**config.mk**
```make
export PLATFORM = sky130hd
export DESIGN_NAME = button_counter
export DESIGN_NICKNAME = d
export VERILOG_FILES = /design/src/rtl/button_counter_pkg.sv /design/src/rtl/btn_debounce.sv /design/src/rtl/button_counter.sv
export SDC_FILE = /design/constraint.sdc
export NUM_CORES = 1
export LEC_CHECK = 0
export BUFFER_PORTS_ARGS = -buffer_cell sky130_fd_sc_hd__buf_2
export CAP_MARGIN = 30
export CORE_MARGIN = 4
export CORE_UTILIZATION = 51
export CTS_CLUSTER_SIZE = 28
export DETAILED_ROUTE_END_ITERATION = 10
export PLACE_DENSITY = 0.82
export SLEW_MARGIN = 40
export SYNTH_ARGS = -nofsm -noshare
export SYNTH_HDL_FRONTEND = slang
export SYNTH_SLANG_ARGS = --single-unit
```
**constraint.sdc**
```tcl
create_clock -name clk -period 2.45 [get_ports clk]
set_clock_uncertainty 0.1 [all_clocks]
set_input_delay 0.1225 -clock clk [delete_from_list [all_inputs] [get_ports clk]]
set_output_delay 0.1225 -clock clk [all_outputs]
set_load 0.005 [all_outputs]
```
**src/rtl/button_counter_pkg.sv**
```systemverilog
// Shared board-level defaults and count-arbitration helpers for the button counter.
package button_counter_pkg;

  localparam int unsigned BC_WIDTH           = 4;
  localparam int unsigned BC_DEBOUNCE_CYCLES = 4;

  typedef enum logic [1:0] {
    OP_HOLD = 2'd0,
    OP_INC  = 2'd1,
    OP_DEC  = 2'd2
  } cnt_op_e;

  // Simultaneous UP and DOWN cancel out.
  function automatic cnt_op_e count_op(input logic up, input logic dn);
    cnt_op_e op;
    op = OP_HOLD;
    if (up && !dn) begin
      op = OP_INC;
    end else if (dn && !up) begin
      op = OP_DEC;
    end
    return op;
  endfunction

endpackage

```
**src/rtl/btn_debounce.sv**
```systemverilog
// Two-flop synchronizer, stable-count debouncer and rising-edge event for one raw button.
module btn_debounce
  import button_counter_pkg::*;
#(
  parameter int unsigned DEBOUNCE_CYCLES = BC_DEBOUNCE_CYCLES
) (
  input  logic clk,
  input  logic rst,
  input  logic raw,
  output logic level,
  output logic evt
);

  localparam int unsigned     CNT_W   = $clog2(DEBOUNCE_CYCLES) + 1;
  localparam logic [CNT_W-1:0] CNT_MAX = CNT_W'(DEBOUNCE_CYCLES - 1);

  logic             s1_q;
  logic             s2_q;
  logic             db_q;
  logic             db_d;
  logic             dly_q;
  logic [CNT_W-1:0] cnt_q;
  logic [CNT_W-1:0] cnt_d;

  always_ff @(posedge clk) begin
    if (rst) begin
      s1_q  <= 1'b0;
      s2_q  <= 1'b0;
      db_q  <= 1'b0;
      dly_q <= 1'b0;
      cnt_q <= '0;
    end else begin
      s1_q  <= raw;
      s2_q  <= s1_q;
      db_q  <= db_d;
      dly_q <= db_q;
      cnt_q <= cnt_d;
    end
  end

  // Accept a new level only after it has differed for DEBOUNCE_CYCLES cycles in a row.
  always_comb begin
    db_d  = db_q;
    cnt_d = '0;
    if (s2_q != db_q) begin
      if (cnt_q == CNT_MAX) begin
        db_d = s2_q;
      end else begin
        cnt_d = cnt_q + CNT_W'(1);
      end
    end
  end

  assign level = db_q;
  assign evt   = db_q & ~dly_q;

endmodule

```
**src/rtl/button_counter.sv**
```systemverilog
// Up/down counter stepped by debounced button presses, mirrored bit-reversed onto the LEDs.
module button_counter
  import button_counter_pkg::*;
#(
  parameter int unsigned WIDTH           = BC_WIDTH,
  parameter int unsigned DEBOUNCE_CYCLES = BC_DEBOUNCE_CYCLES
) (
  input  logic             clk,
  input  logic             rst,
  input  logic             btn_up,
  input  logic             btn_dn,
  output logic [WIDTH-1:0] count,
  output logic [WIDTH-1:0] led,
  output logic             up_evt,
  output logic             dn_evt
);

  logic [WIDTH-1:0] count_q;
  logic [WIDTH-1:0] count_d;
  logic             up_level;
  logic             dn_level;
  logic             unused_levels;
  cnt_op_e          op;

  btn_debounce #(.DEBOUNCE_CYCLES(DEBOUNCE_CYCLES)) u_up (
    .clk   (clk),
    .rst   (rst),
    .raw   (btn_up),
    .level (up_level),
    .evt   (up_evt)
  );

  btn_debounce #(.DEBOUNCE_CYCLES(DEBOUNCE_CYCLES)) u_dn (
    .clk   (clk),
    .rst   (rst),
    .raw   (btn_dn),
    .level (dn_level),
    .evt   (dn_evt)
  );

  assign unused_levels = up_level ^ dn_level;
  assign op            = count_op(up_evt, dn_evt);

  always_comb begin
    count_d = count_q;
    case (op)
      OP_INC:  count_d = count_q + WIDTH'(1);
      OP_DEC:  count_d = count_q - WIDTH'(1);
      default: count_d = count_q;
    endcase
  end

  always_ff @(posedge clk) begin
    if (rst) begin
      count_q <= '0;
    end else begin
      count_q <= count_d;
    end
  end

  assign count = count_q;

  for (genvar i = 0; i < WIDTH; i++) begin : g_led
    assign led[WIDTH-1-i] = count_q[i];
  end

endmodule

```
==> flow_summary.json <==
{
  "worstRegToRegCells": 5,
  "fp.dieW_um": 46.7,
  "wl_per_cell_um": 10.6,
  "ys_async_sr_fraction_pct": 0,
  "synth_cell_types": 18,
  "drc": 0,
  "place_congestion": 0.858,
  "vias_per_cell": 5.02,
  "crit_path_top_delay_cell": "dfxtp_1",
  "rr_endpoint": "count[3]",
  "drv_slew": 0,
  "dp.final_hpwl_um": 868,
  "rsz0062_at_grt": "no",
  "wl_um": 1110,
  "dr_total_vias": 527,
  "path_cells": "nor2b_1, ha_1, or3_1, o32ai_1, mux2_1",
  "timing.critical_path.to_type": "register",
  "power_density_nw_per_um2": 520,
  "stdcell_area_um2": 856,
  "leakage_nw": 0.404,
  "vdd_ir_drop_max_v": 0.000557,
  "initial_utilization_pct": 56.5,
  "htreeDepth": 1,
  "core_area_um2": 1350,
  "worstHoldStart": "rst",
  "post-place-ws_ns": 0.407,
  "antenna_left": 0,
  "cts_resized": 0,
  "crit_path_start": "u_dn.level",
  "grt_usage_pct": 14.0,
  "grt_pass1_vias": 555,
  "post-synth-top-count-cell": "dfxtp_1",
  "clk_latency_ns": 0.27,
  "finalSetupViolations": 0,
  "port_buffers": 13,
  "syn2layout_area_growth_pct": 12.1,
  "cap_violations": 0,
  "post-route-min-period_ns": 2.06,
  "num_io_pins": 14,
  "tns_ns": 0,
  "cp.arrival_ns": 2.12,
  "synth_seq_cells": 18,
  "worstReg2RegStart": "u_dn.level",
  "slew_headroom_pct": 76.8,
  "r2r_setup_slack_ns": 0.39,
  "synthCells": 77,
  "syn_nets": 88,
  "synth_top_area_share_pct": 47.2,
  "syn_area_um2": 763,
  "cp-start-kind": "register",
  "hp-class": "in -> reg",
  "synth_warnings": 0,
  "whs_path_depth": 2,
  "fin_ws_ns": 0.391,
  "synth_area_leaders": "dfxtp_1 47%, ha_1 11%, nor2b_1 8.2%, nor2_1 5.4%, mux2i_1 3.9%",
  "cts.sinks": 18,
  "initialDrtViolationCount": 6,
  "clock_tree.root_cell": "clkbuf_4",
  "synthTopCellsByCount": "18 x dfxtp_1, 11 x nor2_1, 10 x nor2b_1",
  "cts_made_buffers": 3,
  "yosysSeqAreaShare_pct": 47.2,
  "post_synth.cell_area_avg_um2": 9.91,
  "timing_worst_setup_path_type": "reg -> reg",
  "max_stage_delay_ns": 0.38,
  "cp.required_ns": 2.52,
  "die_area_um2": 2180,
  "finish.utilization_pct": 63.4,
  "grt.overflow.total": 0,
  "status": "completed",
  "rows": 13,
  "synth_top_area_cell": "dfxtp_1",
  "dieHeight_um": 46.7,
  "grt_pass1_wl_um": 2150,
  "crit_fanout": 6,
  "drive_gt1_share_pct": 17.8,
  "synth_edf_count": 0,
  "n_fill_cell": 113,
  "cts_buffer_depth": 2,
  "period_share_pct": 84.0,
  "tritoncts": "built",
  "cts.clk_slew.worst_paths_ns": 0.09,
  "nets": 103,
  "tightest_slew_ns": 0.347,
  "antenna_cells": 0,
  "grt_max_degree": 16,
  "synthFlopType": "dfxtp_1",
  "antenna_found_initial": 0,
  "drt_first_pass_iters": 4,
  "placed_area_um2": 813,
  "hold_viol": 0,
  "min_to": "count[0]",
  "max_freq_ghz": 0.486
}
power by group:
| group | switching [mW] | internal (mW) |
|---|---|---|
| sequential | 0.00177 | 0.296 |
| clock | 0.0763 | 0.0568 |
| combinational | 0.00640 | 0.00724 |
stage by stage:
stage,std cells,total power [mW],hold WS (ns)
6_report,105,0.445,0.0789
5_1_grt,105,0.469,0.0881
4_1_cts,105,0.451,0.0830
3_5_place_dp,100,0.317,0.244
3_3_place_gp,100,0.316,0.235
2_1_floorplan,77,0.312,0.0941
layer usage:
metal	GRT usage [%]	share of wire [%]	wire length [um]
met1	15.8	42	463
met5	0	0	0
met4	9.39	2.8	31
met3	3.91	7.7	85
met2	22.8	48	528
registers in the layout, summed over array words and instances, names as in the netlist:
register    count
u_dn.cnt_q      3
u_up.cnt_q      3
u_up.s1_q       1
u_up.level      1
u_dn.s1_q       1
count           4
u_dn.dly_q      1
u_up.dly_q      1
u_up.s2_q       1
u_dn.level      1
u_dn.s2_q       1
how the worst max path moves through the flow:
stage                     endpoint  slack, ns  cells after the start
after global routing      count[2]       0.20                      8
after floorplan           count[3]       0.51                      5
after global placement    count[3]       0.47                      5
final                     count[3]       0.39                      5
after CTS                 count[3]       0.39                      5
after detailed placement  count[3]       0.41                      5
cell families (layout without fill, tap and decap cells):
logic type	count (synthesis)	count (layout)	share of synthesized area, %
AND/OR/NAND/NOR	27	27	18.7
flip-flops	18	18	47.2
buffers and inverters	10	23	6.89
adder cells (fa/ha/maj)	7	7	11.5
AO/OA/AOI/OAI	6	6	4.59
XOR/XNOR	5	5	5.74
multiplexers	4	4	5.41
final cells by class:
class | instances | area, um2 | share of cell area, %
flip-flops and latches | 18 | 360 | 42.1
multi-input cells | 49 | 350 | 40.9
repair buffers | 15 | 85.1 | 9.94
clock buffers | 3 | 22.5 | 2.63
inverters | 5 | 18.8 | 2.19
well taps | 15 | 18.8 | 2.19
timing repair:
item	CTS	global route
endpoints found under the hold margin	2	0
buffers inserted	0	0
hold buffers	2	0
critical path, delay by kind of cell, from the launching register on:
kind	cells	cell delay (ns)
AO/OA/AOI/OAI	1	0.19
adder cells (fa/ha/maj)	1	0.33
flip-flops	1	0.38
multiplexers	1	0.35
AND/OR/NAND/NOR	2	0.59
cells in the final DEF (no fill, tap or decap), types with 2 or more instances in the layout:
master / n
dlygate4sd3_1: 2
a21oi_1: 3
xor2_1: 3
dfxtp_1: 18
nor2_1: 11
mux2i_1: 3
clkbuf_4: 3
inv_1: 5
xnor2_1: 2
or3_1: 4
nor2b_1: 10
ha_1: 7
buf_2: 13
(Power assumes the default switching activity.)
